<file path="src/rtl/proc_mc_ctrl_if.sv">
// Control/memory-handshake bundle between the multicycle controller and the
// datapath plus instruction/data memories.
interface proc_mc_ctrl_if #(
    parameter int CNT_W = 32
);
    logic [31:0]      instr;
    logic             iReady;
    logic             dReady;
    logic             Zero;
    logic             iReq;
    logic             MemRead;
    logic             MemWrite;
    logic             IRWrite;
    logic             ALUSrc;
    logic [3:0]       ALUCtrl;
    logic             RegWrite;
    logic             MemToReg;
    logic             loadPC;
    logic             PCSrc;
    logic             halt;
    logic [1:0]       halt_cause;
    logic [CNT_W-1:0] cycle_cnt;
    logic [CNT_W-1:0] instret_cnt;

    // The controller drives the strobes; memories and datapath drive the rest.
    modport master (
        input  instr, iReady, dReady, Zero,
        output iReq, MemRead, MemWrite, IRWrite, ALUSrc, ALUCtrl, RegWrite,
               MemToReg, loadPC, PCSrc, halt, halt_cause, cycle_cnt, instret_cnt
    );

    modport slave (
        output instr, iReady, dReady, Zero,
        input  iReq, MemRead, MemWrite, IRWrite, ALUSrc, ALUCtrl, RegWrite,
               MemToReg, loadPC, PCSrc, halt, halt_cause, cycle_cnt, instret_cnt
    );
endinterface

</file>
<file path="src/rtl/proc_mc_ctrl.sv">
// Multicycle RV32I control unit: sequences IF/ID/EX/MEM/WB, stalls on memory
// handshakes with an optional timeout, and keeps cycle/retire counters.
module proc_mc_ctrl #(
    parameter int CNT_W   = 32,
    parameter int TIMEOUT = 0
) (
    input  logic           clk,
    input  logic           rst,
    proc_mc_ctrl_if.master bus
);
    localparam int WAIT_W = (TIMEOUT > 0) ? $clog2(TIMEOUT + 1) : 1;

    localparam logic [6:0] OP_R   = 7'b0110011;
    localparam logic [6:0] OP_I   = 7'b0010011;
    localparam logic [6:0] OP_LW  = 7'b0000011;
    localparam logic [6:0] OP_SW  = 7'b0100011;
    localparam logic [6:0] OP_BEQ = 7'b1100011;

    localparam logic [3:0] ALU_AND = 4'b0000;
    localparam logic [3:0] ALU_OR  = 4'b0001;
    localparam logic [3:0] ALU_ADD = 4'b0010;
    localparam logic [3:0] ALU_XOR = 4'b0011;
    localparam logic [3:0] ALU_SUB = 4'b0110;
    localparam logic [3:0] ALU_SLT = 4'b0111;
    localparam logic [3:0] ALU_SLL = 4'b1000;
    localparam logic [3:0] ALU_SRL = 4'b1001;
    localparam logic [3:0] ALU_SRA = 4'b1010;

    typedef enum logic [2:0] {IF, ID, EX, MEM, WB, HALT} StateT;

    StateT             state;
    logic [31:0]       ir;
    logic [WAIT_W-1:0] waitCnt;
    logic [CNT_W-1:0]  cycleCnt;
    logic [CNT_W-1:0]  instretCnt;
    logic [1:0]        haltCause;

    logic [6:0] opcode;
    logic [2:0] funct3;
    logic       funct7b5;
    logic       isR, isI, isLw, isSw, isBeq, isLegal;
    logic       timedOut;
    logic [3:0] aluOp;
    logic       unusedIrBits;

    assign opcode   = ir[6:0];
    assign funct3   = ir[14:12];
    assign funct7b5 = ir[30];
    assign isR      = (opcode == OP_R);
    assign isI      = (opcode == OP_I);
    assign isLw     = (opcode == OP_LW);
    assign isSw     = (opcode == OP_SW);
    assign isBeq    = (opcode == OP_BEQ);
    assign isLegal  = isR | isI | isLw | isSw | isBeq;
    assign timedOut = (TIMEOUT > 0) && (waitCnt == WAIT_W'(TIMEOUT));

    // Register numbers and immediates belong to the datapath, not to control.
    assign unusedIrBits = ^{ir[31], ir[29:15], ir[11:7]};

    // funct7[5] means SUB only for register ops; on immediates it is imm data.
    always_comb begin
        aluOp = ALU_ADD;
        case (funct3)
            3'b000:  aluOp = (isR && funct7b5) ? ALU_SUB : ALU_ADD;
            3'b111:  aluOp = ALU_AND;
            3'b110:  aluOp = ALU_OR;
            3'b100:  aluOp = ALU_XOR;
            3'b010:  aluOp = ALU_SLT;
            3'b001:  aluOp = ALU_SLL;
            3'b101:  aluOp = funct7b5 ? ALU_SRA : ALU_SRL;
            default: aluOp = ALU_ADD;
        endcase
    end

    always_comb begin
        bus.iReq     = 1'b0;
        bus.IRWrite  = 1'b0;
        bus.MemRead  = 1'b0;
        bus.MemWrite = 1'b0;
        bus.ALUSrc   = 1'b0;
        bus.ALUCtrl  = 4'b0000;
        bus.RegWrite = 1'b0;
        bus.MemToReg = 1'b0;
        bus.loadPC   = 1'b0;
        bus.PCSrc    = 1'b0;
        bus.halt     = 1'b0;
        case (state)
            IF: begin
                bus.iReq    = 1'b1;
                bus.IRWrite = bus.iReady;
            end
            EX: begin
                if (isBeq) begin
                    bus.ALUCtrl = ALU_SUB;
                    bus.loadPC  = 1'b1;
                    bus.PCSrc   = bus.Zero;
                end else if (isLw || isSw) begin
                    bus.ALUSrc  = 1'b1;
                    bus.ALUCtrl = ALU_ADD;
                end else begin
                    bus.ALUSrc  = isI;
                    bus.ALUCtrl = aluOp;
                end
            end
            MEM: begin
                bus.MemRead  = isLw;
                bus.MemWrite = isSw;
                bus.loadPC   = isSw && bus.dReady;
            end
            WB: begin
                bus.RegWrite = 1'b1;
                bus.MemToReg = isLw;
                bus.loadPC   = 1'b1;
            end
            HALT: bus.halt = 1'b1;
            default: ;
        endcase
    end

    assign bus.halt_cause  = haltCause;
    assign bus.cycle_cnt   = cycleCnt;
    assign bus.instret_cnt = instretCnt;

    // The wait counter defaults to zero so it clears on every state change;
    // only a stalled IF/MEM cycle keeps it counting.
    always_ff @(posedge clk) begin
        if (rst) begin
            state      <= IF;
            ir         <= '0;
            waitCnt    <= '0;
            cycleCnt   <= '0;
            instretCnt <= '0;
            haltCause  <= 2'b00;
        end else if (state != HALT) begin
            cycleCnt <= cycleCnt + 1'b1;
            waitCnt  <= '0;
            if (bus.loadPC) begin
                instretCnt <= instretCnt + 1'b1;
            end
            case (state)
                IF: begin
                    if (bus.iReady) begin
                        ir    <= bus.instr;
                        state <= ID;
                    end else if (timedOut) begin
                        state     <= HALT;
                        haltCause <= 2'b10;
                    end else begin
                        waitCnt <= waitCnt + 1'b1;
                    end
                end
                ID: begin
                    if (isLegal) begin
                        state <= EX;
                    end else begin
                        state     <= HALT;
                        haltCause <= 2'b01;
                    end
                end
                EX: begin
                    if (isBeq) begin
                        state <= IF;
                    end else if (isLw || isSw) begin
                        state <= MEM;
                    end else begin
                        state <= WB;
                    end
                end
                MEM: begin
                    if (bus.dReady) begin
                        state <= isLw ? WB : IF;
                    end else if (timedOut) begin
                        state     <= HALT;
                        haltCause <= 2'b10;
                    end else begin
                        waitCnt <= waitCnt + 1'b1;
                    end
                end
                WB: state <= IF;
                default: state <= HALT;
            endcase
        end
    end
endmodule

</file>
<file path="src/flat_wrapper.sv">
// flat-port wrapper written by rule: the top's interface ports become plain ports
module proc_mc_ctrl_flat 
#(
    parameter int CNT_W   = 32,
    parameter int TIMEOUT = 0
)
  (clk, rst, bus_instr, bus_iReady, bus_dReady, bus_Zero, bus_iReq, bus_MemRead, bus_MemWrite, bus_IRWrite, bus_ALUSrc, bus_ALUCtrl, bus_RegWrite, bus_MemToReg, bus_loadPC, bus_PCSrc, bus_halt, bus_halt_cause, bus_cycle_cnt, bus_instret_cnt);
  proc_mc_ctrl_if #(.CNT_W(CNT_W)) bus_i ();
  input  logic clk;
  input  logic rst;
  input wire logic [$bits(bus_i.instr)-1:0] bus_instr;
  input wire logic [$bits(bus_i.iReady)-1:0] bus_iReady;
  input wire logic [$bits(bus_i.dReady)-1:0] bus_dReady;
  input wire logic [$bits(bus_i.Zero)-1:0] bus_Zero;
  output wire logic [$bits(bus_i.iReq)-1:0] bus_iReq;
  output wire logic [$bits(bus_i.MemRead)-1:0] bus_MemRead;
  output wire logic [$bits(bus_i.MemWrite)-1:0] bus_MemWrite;
  output wire logic [$bits(bus_i.IRWrite)-1:0] bus_IRWrite;
  output wire logic [$bits(bus_i.ALUSrc)-1:0] bus_ALUSrc;
  output wire logic [$bits(bus_i.ALUCtrl)-1:0] bus_ALUCtrl;
  output wire logic [$bits(bus_i.RegWrite)-1:0] bus_RegWrite;
  output wire logic [$bits(bus_i.MemToReg)-1:0] bus_MemToReg;
  output wire logic [$bits(bus_i.loadPC)-1:0] bus_loadPC;
  output wire logic [$bits(bus_i.PCSrc)-1:0] bus_PCSrc;
  output wire logic [$bits(bus_i.halt)-1:0] bus_halt;
  output wire logic [$bits(bus_i.halt_cause)-1:0] bus_halt_cause;
  output wire logic [$bits(bus_i.cycle_cnt)-1:0] bus_cycle_cnt;
  output wire logic [$bits(bus_i.instret_cnt)-1:0] bus_instret_cnt;
  assign bus_i.instr = bus_instr;
  assign bus_i.iReady = bus_iReady;
  assign bus_i.dReady = bus_dReady;
  assign bus_i.Zero = bus_Zero;
  assign bus_iReq = bus_i.iReq;
  assign bus_MemRead = bus_i.MemRead;
  assign bus_MemWrite = bus_i.MemWrite;
  assign bus_IRWrite = bus_i.IRWrite;
  assign bus_ALUSrc = bus_i.ALUSrc;
  assign bus_ALUCtrl = bus_i.ALUCtrl;
  assign bus_RegWrite = bus_i.RegWrite;
  assign bus_MemToReg = bus_i.MemToReg;
  assign bus_loadPC = bus_i.loadPC;
  assign bus_PCSrc = bus_i.PCSrc;
  assign bus_halt = bus_i.halt;
  assign bus_halt_cause = bus_i.halt_cause;
  assign bus_cycle_cnt = bus_i.cycle_cnt;
  assign bus_instret_cnt = bus_i.instret_cnt;
  proc_mc_ctrl #(.CNT_W(CNT_W), .TIMEOUT(TIMEOUT)) u_core (.clk(clk), .rst(rst), .bus(bus_i));
endmodule
</file>
<file path="config.mk">
export PLATFORM = sky130hd
export DESIGN_NAME = proc_mc_ctrl_flat
export DESIGN_NICKNAME = d
export VERILOG_FILES = /design/src/rtl/proc_mc_ctrl_if.sv /design/src/rtl/proc_mc_ctrl.sv /design/src/flat_wrapper.sv
export SDC_FILE = /design/constraint.sdc
export NUM_CORES = 1
export LEC_CHECK = 0
export CAP_MARGIN = 30
export CELL_PAD_IN_SITES_DETAIL_PLACEMENT = 1
export CELL_PAD_IN_SITES_GLOBAL_PLACEMENT = 2
export CORE_AREA = 5 5 130 132
export CTS_CLUSTER_SIZE = 24
export DETAILED_ROUTE_END_ITERATION = 10
export DIE_AREA = 0 0 135 137
export GPL_TIMING_DRIVEN = 0
export PLACE_DENSITY = 0.75
export SLEW_MARGIN = 25
export SYNTH_ARGS = -nofsm -noshare
export SYNTH_HDL_FRONTEND = slang
export SYNTH_SLANG_ARGS = --single-unit
</file>
<file path="constraint.sdc">
create_clock -name clk -period 3.4 [get_ports clk]
set_input_delay 0.68 -clock clk [delete_from_list [all_inputs] [get_ports clk]]
set_output_delay 0.68 -clock clk [all_outputs]
set_load 0.005 [all_outputs]
</file>
Word level (Yosys, flattened, before mapping):

Cells that the tools add are included.
Widths: inputs -> output; s select.

* add/sub/neg operators: 2
* multipliers: 0
* divide/modulo/power cells: 0
* order comparisons: 0
* eq/ne operators: 19
* shifts and indexed selects: 0
* multiplexer cells: 27
* bitwise logic cells: 5
* reductions and logical operators: 9

Operators with widths (number)
* $add 32x1->32 const B: 2
* $pmux 4 s7: 1
* $mux 3: 7
* $eq 3x3->1 const B: 6
* $pmux 3 s5: 1
* $eq 7x6->1 const B: 2
* $mux 1: 13
* $mux 4: 3
* $eq 3x2->1 const B: 3
* $reduce_and 3->1: 3
* $eq 7x2->1 const B: 1
* $eq 7x5->1 const B: 1
* $eq 7x7->1 const B: 1
* $eq 3x1->1 const B: 2
* $logic_not 3->1: 2
* $ne 2x2->1 const B: 2
* $or 1x1->1: 4
* $ne 3x3->1 const B: 1
* $pmux 1 s3: 1
* $logic_and 1x1->1: 2
* $mux 2: 1
* $reduce_and 2->1: 1
* $logic_or 1x1->1: 1
* $not 1->1: 1

* flip-flop bits (word level): 99
* latch bits: 0
* bits in writable memories: 0
* memory bits (read-only): 0
* output and inout bits: 80
* logic and storage cells: 67
* memories: 0

Logic depth before layout (Yosys ltp):

* depth after elaboration: 7
* depth in mapped cells: 7
* mapped depth without buffers: 7

Worst setup path after synthesis:

No wires, ideal clock.

* path kind: input to output
* from: input port bus_dReady
* to: output port bus_loadPC
* arrival time: 1.433 ns
* data required time: 2.720 ns
* setup slack: 1.287 ns
* stages: 4
* path buffers: 0
* cell sequence: and3b_1 o211a_1 nor2_1 inv_1

* longest elaborated chain between the ends: 2

Ends and longest elaborated chain
* start: declaration: RTL line flat_wrapper.sv:13 `input wire logic [$bits(bus_i.dReady)-1:0] bus_dReady;`
* $logic_and 1x1->1: RTL line proc_mc_ctrl.sv:108 `bus.loadPC = isSw && bus.dReady;`
* $pmux 1 s3: RTL line proc_mc_ctrl.sv:87 `case (state)`
* end: declaration: RTL line flat_wrapper.sv:23 `output wire logic [$bits(bus_i.loadPC)-1:0] bus_loadPC;`

Every way passes these cells.

Final worst setup path:

* from: input port bus_iReady
* to: output port bus_IRWrite

* longest elaborated chain between the ends: 1

Ends and longest elaborated chain
* start: declaration: RTL line flat_wrapper.sv:12 `input wire logic [$bits(bus_i.iReady)-1:0] bus_iReady;`
* $mux 1: RTL line proc_mc_ctrl.sv:87
* end: declaration: RTL line flat_wrapper.sv:18 `output wire logic [$bits(bus_i.IRWrite)-1:0] bus_IRWrite;`

Every way passes these cells.

==> run_results.csv <==
group,metric,value,unit
yosys,async_flop_share,0,%
global_route,gr-total-overflow,0,
yosys,synthMuxAreaShare,1.39,%
worst_hold_path,holdCritPathClass,"flop to flop",
yosys,synth_compound_gate_area_share,13.3,%
power_and_ir_drop,power_density,411,mW/mm^2
sta,finalCriticalPeriod,3.29,ns
clocking,postCtsSetupBuffers,0,
worst_setup_path,crit_path_start_kind,"input port",
layout,antenna_cells,0,
power_and_ir_drop,power_leakage,1.77,nW
global_route,track_usage,14.7,%
sta,finalMaxSlewViolations,0,
worst_setup_path,cp-end-kind,"primary output",
clocking,clkLatencyLatePin,0.34,ns
sta,maxSlewHeadroom,49.3,%
yosys,synthSimpleGateAreaFrac,29.9,%
worst_setup_path,worstPathArrival,2.61,ns
job,drv_cap,0,
floorplan,start_util,25.4,%
yosys,synth_cell_types,56,
routing,avgRoutedWirePerCell,16.7,um
sta,fin_ws,0.112,ns
yosys,synthAdderAreaFrac,0.631,%
routing,ant_nets,0,
routing,via_count,3858,
layout,area_growth,39.4,%
yosys,synth_top_family_by_area,"simple AND/OR/NAND/NOR gates",
floorplan,ios,117,
power_and_ir_drop,vdd_drop_max,0.000254,V
floorplan,die_area,0.0185,mm^2
yosys,synthesis.area,0.00396,mm^2
global_route,grt_antenna_before_repair,0,
routing,drtIter0Drc,177,
clocking,cts_root_buffer,"clkbuf_16",
routing,first_pass_iters,4,
global_route,grt_pass1_vias,4096,
yosys,ys_seq_area_share,39.9,%
floorplan,die_w,135,um
placement,gp_congestion,0.755,
layout,nNetsFinal,621,
sta,tightest_slew,0.755,ns
yosys,syn_inst,478,
global_route,grt_pass1_wl,21900,um
yosys,synth_edf_count,0,
routing,routed_wl,13400,um
clocking,cts_sinks,79,
layout,drive_above_1_share,7.67,%
sta,hold_viol,0,
yosys,syn_avg_cell_area,8.29,um^2
routing,vias_per_cell,4.80,
global_route,grt_max_degree,15,
placement,dp_hpwl,9760,um
sta,setup_viol,0,
yosys,synth-xor-area-share,10.6,%
yosys,synthFlopType,"dfxtp_1",
floorplan,die_y,137,um
routing,drc,0,
clocking,cts_buffers,9,
worst_setup_path,crit_fanout,10,
clocking,max-clock-path-buffers,2,
yosys,yosys_warnings,0,
clocking,cts_tree,"done",
worst_setup_path,required,2.72,ns
sta,fin_crit_sh,96.7,%
floorplan,fp-row-count,46,
sta,fin_setup_tns,0,ns
worst_setup_path,worst-setup-path-type,"input port to primary output",
yosys,synth_fp_nets,517,
power_and_ir_drop,p_total,0.00227,W
placement,port_buffers,93,
run_status,status,"finished clean",
clocking,clkTransAtPathRegs,0.06,ns
sta,max_freq,304,MHz
placement,place_ws,-0.0781,ns
floorplan,coreArea,0.0156,mm^2
sta,rsz0062_at_grt,"false",
sta,skew,0.00497,ns
yosys,synth_seq_cells,79,
clocking,htree_levels,3,
==> flip-flops by register name, indices dropped and copies added (netlist names) <==
name	count
u_core.bus.cycle_cnt	32
u_core.bus.halt_cause	1
u_core.bus.instret_cnt	32
u_core.ir	11
u_core.state	3
==> report_power, final <==
| group | leakage, nW | switching [W] | internal (W) |
|---|---|---|---|
| registers | 0.639 | 0.0000213 | 0.000944 |
| logic | 0.974 | 0.0000921 | 0.0000710 |
| clock network | 0.158 | 0.000422 | 0.000719 |
==> what timing repair did <==
action	in CTS	in global routing
endpoints found under the setup margin	1	2
resized for setup	1	2
hold buffers	0	0
gates cloned	0	0
==> cell usage in the layout, fill, tap and decap left out, drive strengths merged, types with 16 or more instances in the layout <==
master,netlist,final
inv,16,16
nand3,20,20
clkbuf,18,27
dfxtp,79,79
nand2,51,51
a21oi,22,22
clkdlybuf4s50,0,93
nor2,63,63
nand4,17,17
xnor2,33,33
==> worst paths after layout <==
check | from | endpoint | slack [ns] | cells after the start
hold / removal | u_core.ir[3] | u_core.ir[3] | 0.49 | 2
setup reg to reg | u_core.state[0] | u_core.bus.instret_cnt[23] | 1.05 | 6
hold reg to reg | u_core.ir[3] | u_core.ir[3] | 0.49 | 2
setup / recovery | bus_iReady | bus_IRWrite | 0.11 | 6
==> synth_stat cells, types with 3 or more instances <==
| library cell | instances | area share [%] |
|---|---|---|
| clkbuf_1 | 18 | 1.7 |
| a2111oi_0 | 4 | 0.88 |
| mux2_2 | 3 | 0.85 |
| nor2_1 | 63 | 6.0 |
| inv_1 | 16 | 1.5 |
| buf_2 | 5 | 0.63 |
| nor3b_1 | 3 | 0.57 |
| a211oi_1 | 8 | 1.5 |
| nor2b_1 | 6 | 0.95 |
| nor4_1 | 11 | 1.7 |
| dfxtp_1 | 79 | 40 |
| o21ai_0 | 11 | 1.4 |
| xnor2_1 | 33 | 7.3 |
| or2_2 | 5 | 0.79 |
| nand3_1 | 20 | 2.5 |
| o211ai_1 | 3 | 0.57 |
| nor3_1 | 8 | 1.0 |
| or4_1 | 6 | 1.1 |
| xor2_1 | 15 | 3.3 |
| nand4_1 | 16 | 2.5 |
| nand2_1 | 51 | 4.8 |
| a21oi_1 | 22 | 2.8 |
| and3_1 | 8 | 1.3 |
| a2111oi_2 | 6 | 2.3 |
| o31ai_1 | 3 | 0.57 |
| nand3b_1 | 3 | 0.57 |
| or3_1 | 6 | 0.95 |
| and4_1 | 7 | 1.5 |
| and2_1 | 5 | 0.79 |
==> per-stage QoR <==
step | hold WS [ns] | cell area [um^2] | utilization (%) | instances
2_1_floorplan | 0.440 | 3960 | - | 478
3_3_place_gp | 0.452 | 5160 | 33.1 | 787
3_5_place_dp | 0.473 | 5160 | 33.1 | 787
4_1_cts | 0.484 | 5510 | 35.4 | 803
5_1_grt | 0.517 | 5520 | 35.4 | 803
6_report | 0.486 | 5520 | 35.4 | 803
==> cell families (layout without fill, tap and decap cells) <==
logic type                 after synthesis  after routing
AOI/OAI and AO/OA                       72             72
xor gates and xnor gates                48             48
DFF                                     79             79
muxes                                    5              5
other                                    1              1
and+or+nand+nor                        230            230
adders and majority gates                2              2
buffers and inverters                   41            150
==> layer usage <==
| layer | up-vias | track usage, % | share of wire [%] |
|---|---|---|---|
| li1 | 1897 | - | - |
| met1 | 1879 | 19.1 | 46 |
| met2 | 67 | 24.6 | 48 |
| met3 | 15 | 2.83 | 4.4 |
| met4 | 0 | 5.21 | 1.5 |
| met5 | - | 0 | 0 |
==> worst max-delay path: stages <==
cell and delay, ns:
clkdlybuf4s50_1 0.54, nand2b_1 0.12, or2_1 0.25, inv_1 0.10
clkbuf_1 0.33, clkdlybuf4s50_1 0.59
==> cell type report <==
cell class,instances,area [um^2]
fill,1845,10100
inverter,16,60.1
multi-input combinational,358,2230
clock buffer,9,225
buffer,25,104
clock inverter,7,121
timing repair buffer,93,931
tap,216,270
sequential,79,1580
(Power assumes the default switching activity.)
